$ cat config.mk
export PLATFORM = sky130hd
export DESIGN_NAME = motor_puertas_flat
export DESIGN_NICKNAME = d
export VERILOG_FILES = /design/src/rtl/motor_puertas_if.sv /design/src/rtl/motor_puertas.sv /design/src/flat_wrapper.sv
export SDC_FILE = /design/constraint.sdc
export NUM_CORES = 1
export LEC_CHECK = 0
export CORE_ASPECT_RATIO = 1.5
export CORE_MARGIN = 1.5
export CORE_UTILIZATION = 30
export DETAILED_ROUTE_END_ITERATION = 7
export GPL_ROUTABILITY_DRIVEN = 0
export PLACE_DENSITY = 0.51
export RECOVER_POWER = 100
export SLEW_MARGIN = 30
export SYNTH_ARGS = -nofsm -noshare
export SYNTH_HDL_FRONTEND = slang
export SYNTH_SLANG_ARGS = --single-unit
$ cat constraint.sdc
create_clock -name clk -period 2 [get_ports clk]
set_input_delay 0.3 -clock clk [delete_from_list [all_inputs] [get_ports clk]]
set_output_delay 0.3 -clock clk [all_outputs]
set_load 0.02 [all_outputs]
$ cat src/rtl/motor_puertas_if.sv
// Door mechanism link: controller commands and obstruction sensor in,
// door status, open-hold timeout and travel position out.
interface motor_puertas_if #(
    parameter int unsigned POS_W = 4
);
    logic [1:0]       comando;
    logic             sensor;
    logic [1:0]       puertas;
    logic             timeout;
    logic [POS_W-1:0] posicion;

    modport master (
        output comando,
        output sensor,
        input  puertas,
        input  timeout,
        input  posicion
    );

    modport slave (
        input  comando,
        input  sensor,
        output puertas,
        output timeout,
        output posicion
    );
endinterface

$ cat src/rtl/motor_puertas.sv
// Cycle-accurate door mechanism: travel counter with safety reversal on
// obstruction and an open-hold timer that raises timeout when left idle.
module motor_puertas #(
    parameter int unsigned T_MOVE    = 8,
    parameter int unsigned POS_W     = 4,
    parameter int unsigned T_ABIERTA = 20,
    parameter int unsigned TMR_W     = 6
) (
    input logic               clk,
    input logic               reset,
    motor_puertas_if.slave    bus
);

    // Encoding doubles as the puertas output code.
    typedef enum logic [1:0] {
        StCerrada  = 2'b00,
        StAbierta  = 2'b01,
        StCerrando = 2'b10,
        StAbriendo = 2'b11
    } state_e;

    state_e           state_q, state_d;
    logic [POS_W-1:0] pos_q, pos_d;
    logic [TMR_W-1:0] tmr_q, tmr_d;
    logic             timeout_q, timeout_d;
    logic             abrir, cerrar;

    always_comb begin
        abrir     = (bus.comando == 2'b01);
        cerrar    = (bus.comando == 2'b10);
        state_d   = state_q;
        pos_d     = pos_q;
        tmr_d     = '0;
        unique case (state_q)
            StCerrada: begin
                pos_d = '0;
                if (abrir) state_d = StAbriendo;
            end
            StAbriendo: begin
                if (cerrar && !bus.sensor) begin
                    state_d = StCerrando;
                end else if (pos_q >= POS_W'(T_MOVE - 1)) begin
                    // Also covers a reversal that began at full travel.
                    state_d = StAbierta;
                    pos_d   = POS_W'(T_MOVE);
                end else begin
                    pos_d = pos_q + POS_W'(1);
                end
            end
            StAbierta: begin
                pos_d = POS_W'(T_MOVE);
                if (cerrar && !bus.sensor) begin
                    state_d = StCerrando;
                end else if (bus.sensor || abrir) begin
                    tmr_d = '0;
                end else if (tmr_q < TMR_W'(T_ABIERTA)) begin
                    tmr_d = tmr_q + TMR_W'(1);
                end else begin
                    tmr_d = tmr_q;
                end
            end
            StCerrando: begin
                if (bus.sensor || abrir) begin
                    state_d = StAbriendo;
                end else if (pos_q <= POS_W'(1)) begin
                    state_d = StCerrada;
                    pos_d   = '0;
                end else begin
                    pos_d = pos_q - POS_W'(1);
                end
            end
            default: begin
                state_d = StCerrada;
                pos_d   = '0;
            end
        endcase
        timeout_d = (state_d == StAbierta) && (tmr_d == TMR_W'(T_ABIERTA));
    end

    always_ff @(posedge clk) begin
        if (reset) begin
            state_q   <= StCerrada;
            pos_q     <= '0;
            tmr_q     <= '0;
            timeout_q <= 1'b0;
        end else begin
            state_q   <= state_d;
            pos_q     <= pos_d;
            tmr_q     <= tmr_d;
            timeout_q <= timeout_d;
        end
    end

    assign bus.puertas  = state_q;
    assign bus.timeout  = timeout_q;
    assign bus.posicion = pos_q;

endmodule

$ cat src/flat_wrapper.sv
// flat-port wrapper written by rule: the top's interface ports become plain ports
module motor_puertas_flat 
#(
    parameter int unsigned T_MOVE    = 8,
    parameter int unsigned POS_W     = 4,
    parameter int unsigned T_ABIERTA = 20,
    parameter int unsigned TMR_W     = 6
)
  (clk, reset, bus_comando, bus_sensor, bus_puertas, bus_timeout, bus_posicion);
  motor_puertas_if #(.POS_W(POS_W)) bus_i ();
  input logic clk;
  input logic reset;
  input wire logic [$bits(bus_i.comando)-1:0] bus_comando;
  input wire logic [$bits(bus_i.sensor)-1:0] bus_sensor;
  output wire logic [$bits(bus_i.puertas)-1:0] bus_puertas;
  output wire logic [$bits(bus_i.timeout)-1:0] bus_timeout;
  output wire logic [$bits(bus_i.posicion)-1:0] bus_posicion;
  assign bus_i.comando = bus_comando;
  assign bus_i.sensor = bus_sensor;
  assign bus_puertas = bus_i.puertas;
  assign bus_timeout = bus_i.timeout;
  assign bus_posicion = bus_i.posicion;
  motor_puertas #(.T_MOVE(T_MOVE), .POS_W(POS_W), .T_ABIERTA(T_ABIERTA), .TMR_W(TMR_W)) u_core (.clk(clk), .reset(reset), .bus(bus_i));
endmodule
==> results_tabular.tex <==
\begin{tabular}{lr}
\hline
Metric & Value \\
\hline
\multicolumn{2}{l}{\textbf{Hold path}} \\
\quad Worst min-delay path category & reg -> reg \\
\multicolumn{2}{l}{\textbf{Clocking}} \\
\quad H-Tree Depth & 1 \\
\quad Hold-fix buffers, CTS & 0 \\
\quad Clock input transition at the sequential cells of the worst setup and hold paths & approximately 90 ps \\
\quad Number of buffers inserted by post-CTS setup repair & 0 \\
\quad Clock tree from TritonCTS & built \\
\quad Cts bufs inserted & 3 \\
\quad Cell chosen for the clock root & sky130\_fd\_sc\_hd\_\_clkbuf\_4 \\
\quad CTS sink cnt & 13 \\
\quad Number of gates given a new drive strength after cts & 0 \\
\quad Clock latency at the later pin of the worst-skew pair & approximately 280 ps \\
\quad Deepest clock path buffer count & 2 \\
\multicolumn{2}{l}{\textbf{Synthesis}} \\
\quad Number of warning messages in the yosys log & 0 \\
\quad Count of state elements after synthesis & 13 \\
\quad Cells after Synth & a little under 100 \\
\quad Top FF cell, synth & sky130\_fd\_sc\_hd\_\_dfxtp\_1 \\
\quad EDFF count, synth & 0 \\
\quad Seq/Total Area, Yosys & between 30 and 40\% \\
\quad Mean cell area of the mapped netlist & around 7.9 um\^{}2 \\
\quad Fraction of post-synthesis cell area in the top cell type by area & 33.7\% \\
\quad Main area contributors after synthesis & sky130\_fd\_sc\_hd\_\_dfxtp\_1 (34\%), sky130\_fd\_sc\_hd\_\_a21oi\_1 (6.5\%), sky130\_fd\_sc\_hd\_\_ha\_1 (6.5\%), sky130\_fd\_sc\_hd\_\_nor2\_1 (5.3\%), sky130\_fd\_sc\_hd\_\_o21ai\_0 (5.2\%) \\
\quad Cell taking the most area after synthesis & sky130\_fd\_sc\_hd\_\_dfxtp\_1 \\
\quad List of most frequent post-synthesis cells & sky130\_fd\_sc\_hd\_\_dfxtp\_1 (13), sky130\_fd\_sc\_hd\_\_nor2\_1 (11), sky130\_fd\_sc\_hd\_\_a21oi\_1 (10), sky130\_fd\_sc\_hd\_\_o21ai\_0 (8), sky130\_fd\_sc\_hd\_\_inv\_1 (7) \\
\quad Fraction of synthesis flops using an asynchronous set or reset pin & 0\% \\
\quad Synthesized net count & $\sim$110 \\
\quad Most common cell in the netlist & sky130\_fd\_sc\_hd\_\_dfxtp\_1 \\
\quad Number of different library cells in the post-synthesis netlist & 33 \\
\quad Netlist area before placement & about 770 um\^{}2 \\
\multicolumn{2}{l}{\textbf{GRT}} \\
\quad Gr ovfl total & 0 \\
\quad Global-route track usage on met1 & around 15\% \\
\quad Initial antenna violation count & 0 \\
\quad Via count of the first global-routing pass & 741 \\
\quad First-pass GRT wire length & approximately 3200 um \\
\quad Gr busiest metal & met2 \\
\quad Met3 layer usage reported by global route & around 1.6\% \\
\quad GR Layer Usage met2 & between 20 and 30\% \\
\quad Largest net degree at the start of global routing & 12 \\
\quad Aggregate global-route resource usage & between 10 and 15\% \\
\multicolumn{2}{l}{\textbf{Critical path}} \\
\quad Slowest Stage Delay on Critical Path & $\sim$580 ps \\
\quad Reg2Reg Capture Point & u\_core.bus.timeout \\
\quad R2R Path Start & u\_core.tmr\_q[0] \\
\quad Standard cell with the maximum stage delay on the critical path & sky130\_fd\_sc\_hd\_\_dlygate4sd3\_1 \\
\quad Slack of the worst reg-to-reg path & $\sim$300 ps \\
\quad Kind of capture point of the worst setup path & register \\
\quad CP required & 2230 ps \\
\quad Critical path start-end classification & in -> reg \\
\quad Crit path to & u\_core.bus.timeout \\
\quad Data arrival at the endpoint of the critical path & 2050 ps \\
\quad Crit path launch & bus\_comando[1] \\
\quad Reg2reg path depth & 4 \\
\quad Peak fanout along the critical path & 3 \\
\quad Cells traversed along the worst timing path & dlygate4sd3\_1, xor2\_1, or4b\_4, a211oi\_1, and4b\_1 \\
\quad Critical path startpoint category & input port \\
\multicolumn{2}{l}{\textbf{Die}} \\
\quad Die Area & just under 3000 um\^{}2 \\
\quad Total I/O pin count & 12 \\
\quad Floorplan core area & between 2000 and 2500 um\^{}2 \\
\quad Starting utilization of the core area & around a third \\
\quad Die outline height & roughly 65 um \\
\quad Rows & 22 \\
\quad Die W & between 40 and 50 um \\
\multicolumn{2}{l}{\textbf{Flow run}} \\
\quad Number of maximum-capacitance violations & 0 \\
\multicolumn{2}{l}{\textbf{STA}} \\
\quad Final critical path time including I/O delays and setup & about 1800 ps \\
\quad Pin slew with the least headroom to its limit & 306 ps \\
\quad Hold Vio Cnt, Final & 0 \\
\quad Relative max-transition margin & between 70\% and 80\% \\
\quad Peak Freq & approximately 550 MHz \\
\quad Final-layout setup total negative slack & 0 ps \\
\quad Clock Skew & approximately 9.3 ps \\
\quad Ratio of final minimum period to clock period & roughly nine tenths \\
\quad Slew Limit Fails & 0 \\
\quad Number of failing setup endpoints in the final timing report & 0 \\
\quad Setup repair after global routing missed its margin & no \\
\multicolumn{2}{l}{\textbf{Place}} \\
\quad DPL Wire Length & roughly 1500 um \\
\quad Number of cells in the design after placement & 140 \\
\quad Count of buffers inserted at the top-level ports & 11 \\
\multicolumn{2}{l}{\textbf{Power and ir drop}} \\
\quad Static Leak & between 0.3 and 0.4 nW \\
\quad Comb power frac & a little over a fifth \\
\quad Cell Int Power & 0.000399 W \\
\quad Part of the total power dissipated in the clock network & between 20\% and 30\% \\
\quad Peak ir drop on the vdd network & about 0.00024 V \\
\quad Switching Share & 29.2\% \\
\quad Sequential group share of total power & 49.0\% \\
\quad Switching power summed over all nets & $\sim$0.00016 W \\
\quad Pwr/cell area & between 500 and 600 nW/um\^{}2 \\
\multicolumn{2}{l}{\textbf{Routing}} \\
\quad Total iterations of the first detailed-routing run & 4 \\
\quad Post-route DRC & 0 \\
\quad Detailed-route vias per instance & between 5 and 6 \\
\quad Total Routed Length & between 1500 and 2000 um \\
\quad Average wire per cell in the routed design & between 10 and 15 um \\
\quad Total number of vias & between 800 and 900 \\
\quad Detailed router's first-iteration violation count & 32 \\
\quad Antenna-violating nets left & 0 \\
\multicolumn{2}{l}{\textbf{Cells and area}} \\
\quad Nets@finish & 130 \\
\quad Share of final-layout standard cells stronger than drive strength 1 & between 10\% and 20\% \\
\quad Antenna cells & 0 \\
\quad Layout area overhead & 28.2\% \\
\quad Fill cell instance count of the final layout & about 250 \\
\quad Post-route insts no fill & 144 \\
\multicolumn{2}{l}{\textbf{Status}} \\
\quad Run status & finished clean \\
\hline
\end{tabular}
-- worst max-delay path: cells and delay by family --
family | cells | cell delay (ps)
AOI/OAI and AO/OA | 1 | 290
xor gates and xnor gates | 1 | 170
buffers and inverters | 1 | 580
and+or+nand+nor | 2 | 710
-- power groups by stage --
stage / sequential (W) / combinational (W) / clock, W
detailed placement: 0.000283 / 0.000124 / 0
floorplan: 0.000290 / 0.0000650 / 0
global placement: 0.000283 / 0.000125 / 0
global route: 0.000279 / 0.000134 / 0.000187
finish: 0.000277 / 0.000122 / 0.000165
CTS: 0.000277 / 0.000125 / 0.000168
-- per-stage QoR --
| step | hold slack [ps] | power (W) | utilization [%] | worst slack, ps | instance area (um^2) |
|---|---|---|---|---|---|
| final | 524 | 0.000564 | 40.4 | 183 | 991 |
| after global routing | 566 | 0.000599 | 40.4 | 130 | 991 |
| after CTS | 527 | 0.000570 | 40.8 | 258 | 1000 |
| after detailed placement | 517 | 0.000407 | 39.7 | 72.8 | 973 |
| after global placement | 506 | 0.000408 | 39.7 | 125 | 973 |
| after floorplan | 369 | 0.000355 | - | 296 | 773 |
-- state kept, by name, indices dropped and copies added, names as in the netlist --
signal               flops
u_core.tmr_q             6
u_core.bus.puertas       2
u_core.bus.posicion      4
u_core.bus.timeout       1
-- how the worst min path moves through the flow --
stage / startpoint / depth (start not counted) / slack (ps) / to
2_1_floorplan: reset / 1 / 370 / u_core.bus.puertas[0]
3_3_place_gp: u_core.tmr_q[1] / 2 / 510 / u_core.tmr_q[1]
3_5_place_dp: u_core.tmr_q[1] / 2 / 520 / u_core.tmr_q[1]
4_1_cts: u_core.tmr_q[1] / 2 / 530 / u_core.tmr_q[1]
5_1_grt: u_core.tmr_q[1] / 2 / 570 / u_core.tmr_q[1]
6_report: u_core.tmr_q[1] / 2 / 520 / u_core.tmr_q[1]
-- area by class of cell --
type	instances	area, um^2	share of cell area [%]
Sequential cell	13	260	26.3
Tap cell	24	30.0	3.03
Inverter	8	30.0	3.03
Multi-Input combinational cell	75	470	47.5
Clock buffer	4	26.3	2.65
Timing Repair Buffer	20	174	17.6
-- routing by layer --
layer | vias to the layer above | wire [um]
met5 | - | 0
li1 | 409 | -
met3 | 9 | 59
met1 | 384 | 833
met2 | 21 | 1030
met4 | 0 | 50
-- logic make-up after synthesis --
kind of cell / share of synthesized area [%]
compound gates: 29.8
fa+ha+maj: 6.47
xor+xnor: 3.40
buf+inv: 4.85
flops: 33.7
simple gates: 21.8
-- cells in the final DEF, fill, tap and decap left out, drive strengths merged, types with 2 or more instances in the layout --
cell type      netlist  layout
a211oi               4       4
a21oi               10      10
a31oi                4       4
buf                  0       8
clkbuf               2       5
clkdlybuf4s50        0       3
dfxtp               13      13
dlygate4sd3          0       8
ha                   4       4
inv                  8       8
nand2                6       6
nand3                3       3
nor2                11      11
nor3                 2       2
nor4                 2       2
o21a                 2       2
o21ai                8       8
o22ai                2       2
or4b                 2       2
xor2                 2       2
Power figures use the tool's default switching activity.
==> RTL change 1: new RTL, same flow settings <==
Reset style: asynchronous (`reset`), changed in one clocked block.
--- a/src/rtl/motor_puertas.sv
+++ b/src/rtl/motor_puertas.sv
@@ -77,7 +77,7 @@
         timeout_d = (state_d == StAbierta) && (tmr_d == TMR_W'(T_ABIERTA));
     end
 
-    always_ff @(posedge clk) begin
+    always_ff @(posedge clk or posedge reset) begin
         if (reset) begin
             state_q   <= StCerrada;
             pos_q     <= '0;
Formal check against the unedited RTL: differs if reset is asserted again (counterexample within 4 cycles, from zero or initial values and one cycle with reset high); with reset held inactive, the same outputs for 10 cycles.
==> RTL change 1 against the original RTL <==
- area after synthesis increased by 4.4%
- sequential cell count unchanged
- design area decreased by 2.4%
- worst setup slack improved by 0.019 ns
- clock skew decreased by 0.0065 ns
- power increased by 23%
- combinational power increased by 62%
- routed wire length decreased by 8.4%
- non-clock buffer count decreased by 9
==> RTL change 1: results (changes against the original RTL) <==
STA
  – Post-route setup slack: 0.202 ns (+0.0190 ns)
  – Worst slew pin tran: 0.526 ns (+0.221 ns)
  – Final Skew: 0.00284 ns (-0.00646 ns)

Setup path
  – CP Max Fanout: 7 (+4)
  – FF-to-FF path depth: 6 (+2)
  – WP data arrival: 1.97 ns (-0.08 ns)
  – Critical-path top delay cell: dfrtp_1
  – Crit-path max cell delay: 0.46 ns (-0.12 ns)
  – Largest delay share family, worst path: compound AO/OA/AOI/OAI gates

Logic synthesis
  – Commonest cells post-synth: dfrtp_1 (13), inv_1 (10), o21ai_0 (8)
  – Mux contribution to synthesized area: 3.10% (+3.1 points)
  – Gate Count Post-Synth: 90 (-8.2%)
  – Syn Nets: 99 (-7.5%)
  – Seq/Total Area, Yosys: 40.3% (+6.7 points)
  – Synth Area in Compound Gates: 21.2% (-8.5 points)
  – Post-synthesis xor/xnor area fraction: 2.17% (-1.2 points)
  – Synth unique cells: 32 (-3.0%)
  – Synth top area cells: dfrtp_1 (40%), ha_1 (6.2%), o21ai_0 (5.0%), inv_1 (4.7%), nand2_1 (3.3%)
  – Async SR Flop Fraction: 100% (+100 points)
  – Synth Flop Type: dfrtp_1
  – YS warnings: 0 (unchanged)
  – Post-Synth Adder-Cell Area: 6.20% (-0.27 points)

Layout
  – Layout cells sized above 1: 7.69% (-4.8 points)
  – Fillers: 260 (+2.8%)
  – P&R area growth vs syn: 19.8%
  – Fin nets: 114 (-12%)
  – Most flop-heavy register: u_core.tmr_q
  – Diodes inserted: 0 (unchanged)
  – Largest register FFs: 6 (unchanged)

Clocking
  – Worst-Skew Late Latency: 0.27 ns
  – Post-CTS Resized: 0 (unchanged)
  – Setup bufs post-CTS: 0 (unchanged)
  – H-tree Lvls: 1 (unchanged)
  – CTS Buf Count: 3 (unchanged)
  – CTS Root Cell: clkbuf_4
  – Reg clk slew, reported paths: 0.08 ns

Placed design
  – Half-perimeter wire length after placement: 1370 um (-9.2%)
  – Dpl cells: 136 (-2.9%)
  – DP Area: 951 um^2 (-2.3%)
  – PortBufs: 11 (unchanged)
  – Setup WS pre-CTS: 0.160 ns (+0.0871 ns)

Pwr
  – Worst VDD drop: 0.375 mV (+53%)
  – Switching power: 0.000240 W (+45%)
  – Leak: 0.426 nW (+8.7%)

Min path
  – Hold WC Path Type: input pin to async pin

Detailed routing
  – Vias: 710 (-14%)
  – Wirelength, routed: 1800 um (-8.4%)
  – Iter 0 DRT Violations: 18 (-44%)
  – Post-DR wirelength/cell: 12.9 um (-5.8%)

GRT
  – Initial antenna violation count: 0 (unchanged)
  – Largest net degree at the start of global routing: 14 (+2)
  – Total GRT Usage: 14.8% (+0.037 points)
  – First-pass GRT wire length: 3150 um (-1.9%)

Run status
  – Status: finished, final reports clean
[RTL change 1: cell count changes in the layout (fill, tap and decap cells not counted), sizes merged, moves of 4 or more]
cell / delta
dfrtp: +13
dfxtp: -13
buf: -8
nor2: -6
a211oi: -4
a21oi: -4
[RTL change 1: final cells by class]
| cell class | count | share of cell area (%) |
|---|---|---|
| Multi-Input combinational cell | 66 | 43.7 |
| Tap cell | 36 | 4.66 |
| Timing Repair Buffer | 11 | 11.4 |
| Sequential cell | 13 | 33.6 |
| Inverter | 10 | 3.88 |
| Clock buffer | 4 | 2.72 |
[RTL change 1: power groups by stage]
stage               Clock [W]  Combinational, W  Sequential [W]
global placement            0          0.000208        0.000335
finish               0.000166          0.000198        0.000330
CTS                  0.000175          0.000209        0.000332
detailed placement          0          0.000207        0.000337
floorplan                   0          0.000106        0.000351
global route         0.000186          0.000219        0.000337
[RTL change 1: worst register-to-register path: stages (launching register included)]
cell and delay [ns]:
dfrtp_1 0.46, inv_1 0.11, ha_1 0.20, nor2_1 0.06, o311ai_2 0.45, o22ai_1 0.17
a22o_1 0.25
[RTL change 1: final timing paths]
| kind | endpoint | slack, ns | from |
|---|---|---|---|
| worst max-delay path | u_core.bus.posicion[3] | 0.20 | u_core.bus.posicion[0] |
| worst min-delay path | u_core.bus.posicion[0] | 0.49 | reset |
| worst max register to register | u_core.bus.posicion[3] | 0.20 | u_core.bus.posicion[0] |
| worst min register to register | u_core.bus.posicion[3] | 0.60 | u_core.bus.posicion[3] |
| max in group asynchronous | u_core.bus.posicion[1] | 1.16 | reset |
| min in group clk | u_core.bus.posicion[3] | 0.60 | u_core.bus.posicion[3] |
[RTL change 1: metal layers]
metal,wire length (um),GRT usage [%],up-vias
met5,0,0,-
met4,23,9.19,0
met3,72,3.25,2
met2,956,23.8,18
met1,751,17.2,339
li1,-,-,351
==> RTL change 2: new RTL, same flow settings <==
Made on the original files. `POS_W` is set to 4 in 3 places; all go to 6.
--- a/src/rtl/motor_puertas_if.sv
+++ b/src/rtl/motor_puertas_if.sv
@@ -1,7 +1,7 @@
 // Door mechanism link: controller commands and obstruction sensor in,
 // door status, open-hold timeout and travel position out.
 interface motor_puertas_if #(
-    parameter int unsigned POS_W = 4
+    parameter int unsigned POS_W = 6
 );
     logic [1:0]       comando;
     logic             sensor;
--- a/src/rtl/motor_puertas.sv
+++ b/src/rtl/motor_puertas.sv
@@ -2,7 +2,7 @@
 // obstruction and an open-hold timer that raises timeout when left idle.
 module motor_puertas #(
     parameter int unsigned T_MOVE    = 8,
-    parameter int unsigned POS_W     = 4,
+    parameter int unsigned POS_W     = 6,
     parameter int unsigned T_ABIERTA = 20,
     parameter int unsigned TMR_W     = 6
 ) (
--- a/src/flat_wrapper.sv
+++ b/src/flat_wrapper.sv
@@ -2,7 +2,7 @@
 module motor_puertas_flat 
 #(
     parameter int unsigned T_MOVE    = 8,
-    parameter int unsigned POS_W     = 4,
+    parameter int unsigned POS_W     = 6,
     parameter int unsigned T_ABIERTA = 20,
     parameter int unsigned TMR_W     = 6
 )
Ports: changed (resized bus_posicion); port bits go from 12 to 14. No check against the original RTL was run, so the function may have changed too.
==> RTL change 2 against the original RTL <==
- worst hold slack lost 0.0085 ns
- area after synthesis grew 24%
- worst setup slack lost 0.00055 ns
- register-to-register slack lost 0.06 ns
- critical path type is now flip-flop to output port
- power grew 18%
- design area grew 21%
- largest cell class unchanged
- critical endpoint is now bus_puertas[1]
- sequential cell count grew 2
- routed wire length grew 19%
- synthesized cell count grew 16%
- first-iteration DRC count shrank 38%
==> RTL change 2: results (changes against the original RTL) <==
Logic synthesis
  – Seq/Total Area, Yosys: 31.4% (-2.2 points)
  – Syn Nets: 123 (+15%)
  – Synth unique cells: 45 (+36%)
  – Post-Synth Adder-Cell Area: 5.24% (-1.2 points)
  – Post-synthesis xor/xnor area fraction: 2.75% (-0.65 points)
  – Syn_area_per_cell: 8.39 um^2 (+6.3%)
  – Mux contribution to synthesized area: 1.18% (+1.2 points)
  – Synth top area cells: dfxtp_1 (31%), ha_1 (5.2%), nand4_1 (4.6%), inv_1 (3.9%), a21oi_1 (3.1%)
  – Synth Area in Compound Gates: 23.3% (-6.5 points)

Setup path
  – R2r setup slk: 0.24 ns (-0.06 ns)
  – End of the critical path: bus_puertas[1]
  – Crit-path max cell delay: 0.73 ns (+0.15 ns)
  – Crit. Startpoint: u_core.bus.puertas[1]
  – WP data arrival: 1.52 ns (-0.53 ns)
  – RR Startpoint: u_core.bus.posicion[0]
  – Largest delay share family, worst path: buffers and inverters

Layout
  – Non-clock buffer total of the final layout: 18 (-10%)
  – Sequential cell area: 300 um^2 (+15%)
  – Fin nets: 143 (+10%)
  – P&R area growth vs syn: 25.7%
  – Count of multi-input gates: 86 (+15%)
  – Inverters: 10 (+2)
  – Fillers: 298 (+18%)

STA
  – Max-slew headroom: 67.9% (-12 points)
  – Smallest hold slack: 0.515 ns (-0.00850 ns)
  – Final Skew: 0.00350 ns (-0.00579 ns)

Clocking
  – CTS Root Cell: clkbuf_8
  – Worst-Skew Late Latency: 0.25 ns (-0.03 ns)

Detailed routing
  – Vias: 943 (+15%)
  – Iter 0 DRT Violations: 20 (-38%)
  – Wirelength, routed: 2350 um (+19%)

GRT
  – Total GRT Usage: 14.0% (-0.75 points)

Run status
  – Status: finished, final reports clean

Placed design
  – Half-perimeter wire length after placement: 1880 um (+24%)
  – Setup WS pre-CTS: 0.0567 ns (-0.0161 ns)
  – PortBufs: 13 (+2)

Min path
  – Hold Path End: u_core.bus.posicion[4]
## RTL change 2: cells by family after synthesis
family | count (synthesis)
AO/OA/AOI/OAI | 28
XOR/XNOR | 3
adder cells (fa/ha/maj) | 4
buffers and inverters | 13
flip-flops | 15
multiplexers | 1
AND/OR/NAND/NOR | 50
## RTL change 2: power by group
group / internal, W / switching (W)
Combinational: 0.0000470 / 0.0000582
Clock: 0.000138 / 0.000109
Sequential: 0.000305 / 0.0000113
Total: 0.000490 / 0.000178
## RTL change 2: layer usage
layer,routed length [um],GRT usage (%),vias to the layer above,part of all wire [%]
li1,-,-,468,-
met1,955,15.0,443,41
met2,1250,26.4,24,53
met3,73,1.44,8,3.1
met4,65,7.62,0,2.8
met5,0,0,-,0
## RTL change 2: stage by stage
stage | instances | power, W
after global routing | 172 | 0.000698
after floorplan | 114 | 0.000389
after global placement | 168 | 0.000433
after detailed placement | 168 | 0.000432
after CTS | 172 | 0.000679
final | 172 | 0.000668
